## src/rtl/spi_bus_arbiter_if.sv

```systemverilog
// spi_bus_arbiter_if: requester-side and spi_master-side signals of the SPI bus arbiter.
interface spi_bus_arbiter_if #(
    parameter int DATA_WIDTH = 8,
    parameter int NUM_REQ    = 2,
    parameter int LEN_WIDTH  = 4
);
    logic [NUM_REQ-1:0]            req;
    logic [NUM_REQ*LEN_WIDTH-1:0]  req_len;
    logic [NUM_REQ*DATA_WIDTH-1:0] tx_data;
    logic [NUM_REQ-1:0]            grant;
    logic [NUM_REQ-1:0]            tx_ready;
    logic [DATA_WIDTH-1:0]         rx_data;
    logic [NUM_REQ-1:0]            rx_valid;
    logic [NUM_REQ-1:0]            done;
    logic [NUM_REQ-1:0]            cs_n;
    logic                          spi_start;
    logic [DATA_WIDTH-1:0]         spi_data_in;
    logic                          spi_busy;
    logic [DATA_WIDTH-1:0]         spi_data_out;
    logic                          spi_valid;

    modport master (
        input  req, req_len, tx_data, spi_busy, spi_data_out, spi_valid,
        output grant, tx_ready, rx_data, rx_valid, done, cs_n, spi_start, spi_data_in
    );

    modport slave (
        output req, req_len, tx_data, spi_busy, spi_data_out, spi_valid,
        input  grant, tx_ready, rx_data, rx_valid, done, cs_n, spi_start, spi_data_in
    );
endinterface

```

## src/rtl/spi_bus_arbiter.sv

```systemverilog
// spi_bus_arbiter: round-robin sharing of one spi_master among NUM_REQ requesters,
// framing each multi-byte transaction with chip-select setup and hold intervals.
module spi_bus_arbiter #(
    parameter int DATA_WIDTH = 8,
    parameter int NUM_REQ    = 2,
    parameter int LEN_WIDTH  = 4,
    parameter int CS_SETUP   = 2,
    parameter int CS_HOLD    = 2
) (
    input logic clk,
    input logic rst,
    spi_bus_arbiter_if.master bus
);
    localparam int IW   = $clog2(NUM_REQ);
    localparam int CMAX = CS_SETUP > CS_HOLD ? CS_SETUP : CS_HOLD;
    localparam int CW   = $clog2(CMAX + 1);

    typedef enum logic [2:0] {IDLE, SETUP, START, WAIT, HOLD} state_t;

    state_t               state;
    logic [IW-1:0]        ptr, g, pick;
    logic                 hit;
    logic [LEN_WIDTH-1:0] rem, len;
    logic [CW-1:0]        cnt;
    int                   j;

    // Scan from the highest offset down so the nearest set bit at/after ptr wins.
    always_comb begin
        pick = '0;
        hit  = 1'b0;
        j    = 0;
        for (int k = NUM_REQ - 1; k >= 0; k--) begin
            j = int'(ptr) + k;
            if (j >= NUM_REQ) j = j - NUM_REQ;
            if (bus.req[IW'(j)]) begin
                pick = IW'(j);
                hit  = 1'b1;
            end
        end
    end

    assign len = bus.req_len[pick*LEN_WIDTH +: LEN_WIDTH];

    always_ff @(posedge clk) begin
        if (rst) begin
            state           <= IDLE;
            ptr             <= '0;
            g               <= '0;
            rem             <= '0;
            cnt             <= '0;
            bus.grant       <= '0;
            bus.cs_n        <= '1;
            bus.tx_ready    <= '0;
            bus.rx_valid    <= '0;
            bus.done        <= '0;
            bus.spi_start   <= 1'b0;
            bus.spi_data_in <= '0;
            bus.rx_data     <= '0;
        end else begin
            bus.spi_start <= 1'b0;
            bus.tx_ready  <= '0;
            bus.rx_valid  <= '0;
            bus.done      <= '0;
            case (state)
                IDLE: if (hit) begin
                    g         <= pick;
                    bus.grant <= NUM_REQ'(1) << pick;
                    bus.cs_n  <= ~(NUM_REQ'(1) << pick);
                    rem       <= len == '0 ? LEN_WIDTH'(1) : len;
                    cnt       <= CW'(CS_SETUP - 1);
                    state     <= CS_SETUP == 1 ? START : SETUP;
                end
                SETUP: begin
                    cnt <= cnt - 1'b1;
                    if (cnt == CW'(1)) state <= START;
                end
                START: if (!bus.spi_busy) begin
                    bus.spi_start   <= 1'b1;
                    bus.spi_data_in <= bus.tx_data[g*DATA_WIDTH +: DATA_WIDTH];
                    bus.tx_ready    <= NUM_REQ'(1) << g;
                    state           <= WAIT;
                end
                WAIT: if (bus.spi_valid) begin
                    bus.rx_data  <= bus.spi_data_out;
                    bus.rx_valid <= bus.grant;
                    rem          <= rem - 1'b1;
                    if (rem == LEN_WIDTH'(1)) begin
                        cnt   <= CW'(CS_HOLD);
                        state <= HOLD;
                    end else begin
                        state <= START;
                    end
                end
                HOLD: begin
                    cnt <= cnt - 1'b1;
                    if (cnt == CW'(1)) begin
                        bus.cs_n  <= '1;
                        bus.grant <= '0;
                        bus.done  <= bus.grant;
                        ptr       <= g == IW'(NUM_REQ - 1) ? '0 : g + 1'b1;
                        state     <= IDLE;
                    end
                end
                default: state <= IDLE;
            endcase
        end
    end
endmodule
```

## src/flat_wrapper.sv

```systemverilog
// flat-port wrapper written by rule: the top's interface ports become plain ports
module spi_bus_arbiter_flat 
#(
    parameter int DATA_WIDTH = 8,
    parameter int NUM_REQ    = 2,
    parameter int LEN_WIDTH  = 4,
    parameter int CS_SETUP   = 2,
    parameter int CS_HOLD    = 2
)
  (clk, rst, bus_req, bus_req_len, bus_tx_data, bus_spi_busy, bus_spi_data_out, bus_spi_valid, bus_grant, bus_tx_ready, bus_rx_data, bus_rx_valid, bus_done, bus_cs_n, bus_spi_start, bus_spi_data_in);
  spi_bus_arbiter_if #(.DATA_WIDTH(DATA_WIDTH), .NUM_REQ(NUM_REQ), .LEN_WIDTH(LEN_WIDTH)) bus_i ();
  input logic clk;
  input logic rst;
  input wire logic [$bits(bus_i.req)-1:0] bus_req;
  input wire logic [$bits(bus_i.req_len)-1:0] bus_req_len;
  input wire logic [$bits(bus_i.tx_data)-1:0] bus_tx_data;
  input wire logic [$bits(bus_i.spi_busy)-1:0] bus_spi_busy;
  input wire logic [$bits(bus_i.spi_data_out)-1:0] bus_spi_data_out;
  input wire logic [$bits(bus_i.spi_valid)-1:0] bus_spi_valid;
  output wire logic [$bits(bus_i.grant)-1:0] bus_grant;
  output wire logic [$bits(bus_i.tx_ready)-1:0] bus_tx_ready;
  output wire logic [$bits(bus_i.rx_data)-1:0] bus_rx_data;
  output wire logic [$bits(bus_i.rx_valid)-1:0] bus_rx_valid;
  output wire logic [$bits(bus_i.done)-1:0] bus_done;
  output wire logic [$bits(bus_i.cs_n)-1:0] bus_cs_n;
  output wire logic [$bits(bus_i.spi_start)-1:0] bus_spi_start;
  output wire logic [$bits(bus_i.spi_data_in)-1:0] bus_spi_data_in;
  assign bus_i.req = bus_req;
  assign bus_i.req_len = bus_req_len;
  assign bus_i.tx_data = bus_tx_data;
  assign bus_i.spi_busy = bus_spi_busy;
  assign bus_i.spi_data_out = bus_spi_data_out;
  assign bus_i.spi_valid = bus_spi_valid;
  assign bus_grant = bus_i.grant;
  assign bus_tx_ready = bus_i.tx_ready;
  assign bus_rx_data = bus_i.rx_data;
  assign bus_rx_valid = bus_i.rx_valid;
  assign bus_done = bus_i.done;
  assign bus_cs_n = bus_i.cs_n;
  assign bus_spi_start = bus_i.spi_start;
  assign bus_spi_data_in = bus_i.spi_data_in;
  spi_bus_arbiter #(.DATA_WIDTH(DATA_WIDTH), .NUM_REQ(NUM_REQ), .LEN_WIDTH(LEN_WIDTH), .CS_SETUP(CS_SETUP), .CS_HOLD(CS_HOLD)) u_core (.clk(clk), .rst(rst), .bus(bus_i));
endmodule
```

## config.mk

```make
export PLATFORM = sky130hd
export DESIGN_NAME = spi_bus_arbiter_flat
export DESIGN_NICKNAME = d
export VERILOG_FILES = /design/src/rtl/spi_bus_arbiter_if.sv /design/src/rtl/spi_bus_arbiter.sv /design/src/flat_wrapper.sv
export SDC_FILE = /design/constraint.sdc
export NUM_CORES = 1
export LEC_CHECK = 0
export ABC_AREA = 1
export CAP_MARGIN = 10
export CORE_AREA = 3 3 66 68
export DETAILED_ROUTE_END_ITERATION = 8
export DIE_AREA = 0 0 69 71
export HOLD_SLACK_MARGIN = 0.05
export PLACE_DENSITY = 0.82
export SETUP_SLACK_MARGIN = 0.15
export SKIP_LAST_GASP = 1
export SLEW_MARGIN = 0
export SYNTH_ARGS = -nofsm -noshare
export SYNTH_HDL_FRONTEND = slang
export SYNTH_SLANG_ARGS = --single-unit
```

## constraint.sdc

```tcl
create_clock -name clk -period 2.94 [get_ports clk]
set_input_delay 0.588 -clock clk [delete_from_list [all_inputs] [get_ports clk]]
set_output_delay 0.588 -clock clk [all_outputs]
set_load 0.05 [all_outputs]
```

==> results.cfg <==
[yosys]
netlist.area_leader.share = 0.4228
yosysSeqAreaShare = 0.4228
syn_inst = 255
synthesis.nets = 296
synth_cell_type_count = 26
avgSynthCellArea_um2 = 7.056
syn_area_um2 = 1799
synthTopCellsByArea = dfxtp_1, nand2_1, a21oi_1, nor2_1, nand3_1
synth_top_area_cell = dfxtp_1
ys_seq_elements = 38
ys_warn_count = 0

[clock_network]
insertion_delay_ps = 300
htree_levels = 2
clock-root-buffer = clkbuf_8
cts.sinks = 38
path_clk_slew_ps = 80
cts_inserted_buffers = 5
cts_tree = done
cts_setup_buffers = 0
hold_buffers = 0
cts.repair.resized = 0
cts_buffer_depth = 2

[finish]
ff_latch_area_um2 = 760.7
layout-drive-gt1-share = 0.08777
fin_cells = 369
fin_nets = 359
multi_input_area_um2 = 898.4
n_antenna_cell = 0
nFillCells = 340
area_delta_synth_final_pct = 43.81

[worst_setup_path]
critPathKind = register to output pin
start_kind = register
arrival_ps = 1490
path_max_fanout = 3
required_ps = 2350
crit_buf_inv = 1
crit_family = buffers and inverters
max_stage_delay_ps = 830
cp_cell_sequence = clkdlybuf4s50_1
cp-end-kind = output pin
slowest_stage = clkdlybuf4s50_1

[routing]
drcViolationCount = 0
avgViaCountPerCell = 4.851
ant_nets = 0
drt_iter0_drc = 108
drt_pass1_iterations = 4
vias = 1790
avgRoutedWirePerCell_um = 12.08
routed_wl_um = 4457

[power_and_ir_drop]
p_sw_frac = 0.4043
switchingPower_uw = 862.0
seqPwrFrac = 0.332
combPwrFrac = 0.414
p_clk_frac = 0.254
p_leak_nw = 1.076
powerDensity_nw_per_um2 = 824.0
peakVddDrop_mv = 0.5150
p_int_mw = 1.270

[timing]
tns_ps = 0
setup_viol = 0
slew_viol_final = 0
timing.slew.headroom = 0.6526
fmax_mhz = 481.5
finalCritPeriodShare = 0.7064
tightest_slew_ps = 519.4
final-hold-violation-count = 0
fin_skew_ps = 6.212
rsz0062_at_grt = no
fin_crit_ps = 2077
holdWs_ps = 462.4

[placement]
place_inst = 361
globalplace.congestion = 0.8093
hpwl_um = 3204
portBuffers = 63

[floorplan]
die_y_um = 71
dieArea_um2 = 4899
core-area_um2 = 3914
io_pins = 65
chipWidth_um = 69
core.rowCount = 23
start_util = 0.4597

[grt]
grt_usage = 0.1921
grt_max_degree = 28
grt_pass1_wl_um = 7548
first_global_vias = 1718
overflow = 0
antenna_found_initial = 0

[worst_hold_path]
hold_class = register to register

[job]
cap_violations = 0

[status]
status = finished, final reports clean
metal layers:
| layer | share of wire | vias up | global-route usage | wire length (um) |
|---|---|---|---|---|
| li1 | - | 932 | - | - |
| met1 | 0.41 | 797 | 0.2061 | 1835 |
| met2 | 0.50 | 56 | 0.3347 | 2211 |
| met3 | 0.079 | 5 | 0.07386 | 351 |
| met4 | 0.013 | 0 | 0.08677 | 59 |
| met5 | 0 | - | 0 | 0 |
cells by family (layout without fill, tap and decap cells):
kind of cell,after synthesis,in the layout,share of synthesized area
buffers and inverters,31,95,0.07787
DFF,38,38,0.4228
AOI/OAI and AO/OA,40,40,0.1147
xor gates and xnor gates,1,1,0.004869
and+or+nand+nor,142,142,0.3588
adders and majority gates,3,3,0.02086
per-stage QoR:
stage	power (mW)	instance area [um^2]	setup WS, ps	utilization
detailed placement	1.596	2450	955.1	0.6260
CTS	2.137	2587	852.1	0.6611
floorplan	1.384	1799	1529	-
global route	2.284	2587	806.2	0.6611
finish	2.132	2587	863.2	0.6611
global placement	1.569	2450	966.8	0.6260
power groups by stage:
stage | combinational, mW | clock (mW) | sequential (mW)
after floorplan | 0.608 | 0 | 0.776
after global placement | 0.853 | 0 | 0.716
after detailed placement | 0.878 | 0 | 0.718
after CTS | 0.883 | 0.548 | 0.707
after global routing | 0.992 | 0.570 | 0.722
final | 0.882 | 0.542 | 0.708
cell usage after synthesis (all sizes together):
| cell | number |
|---|---|
| a211oi | 1 |
| a21oi | 30 |
| buf | 5 |
| clkbuf | 4 |
| clkinv | 1 |
| dfxtp | 38 |
| ha | 3 |
| inv | 21 |
| nand2 | 75 |
| nand3 | 17 |
| nand3b | 2 |
| nor2 | 41 |
| nor3 | 7 |
| o21ai | 9 |
| xnor2 | 1 |
state kept, by name (all words and copies together), names as in the netlist, 2 cells and up:
name,cells
u_core.cnt,2
u_core.bus.done,2
u_core.bus.cs_n,2
u_core.bus.grant,2
u_core.bus.rx_valid,2
u_core.rem,4
u_core.state,3
u_core.bus.spi_data_in,8
u_core.bus.rx_data,8
u_core.bus.tx_ready,2
cell type report:
type                    instances  area share
multi-input cells             186      0.3472
flip-flops and latches         38      0.2940
repair buffers                 65      0.2495
inverters                      22     0.03191
clock buffers                   5     0.02660
clock inverters                 3     0.02660
well taps                      50     0.02418
worst paths after layout:
check | startpoint | end | slack (ps) | cells after the start
worst min register to register | u_core.bus.rx_data[0] | u_core.bus.rx_data[0] | 460 | 2
worst max register to register | u_core.state[0] | u_core.bus.rx_data[1] | 1310 | 5
worst max-delay path | u_core.bus.grant[1] | bus_grant[1] | 860 | 1
worst min-delay path | u_core.bus.rx_data[0] | u_core.bus.rx_data[0] | 460 | 2
placed cells by master, fill, tap and decap left out, drive strengths merged:
cell	synthesis	layout
a211oi	1	1
a21oi	30	30
buf	5	2
bufinv	0	2
clkbuf	4	5
clkdlybuf4s50	0	63
clkinv	1	2
dfxtp	38	38
ha	3	3
inv	21	21
nand2	75	75
nand3	17	17
nand3b	2	2
nor2	41	41
nor3	7	7
o21ai	9	9
xnor2	1	1
(Power assumes the default switching activity.)
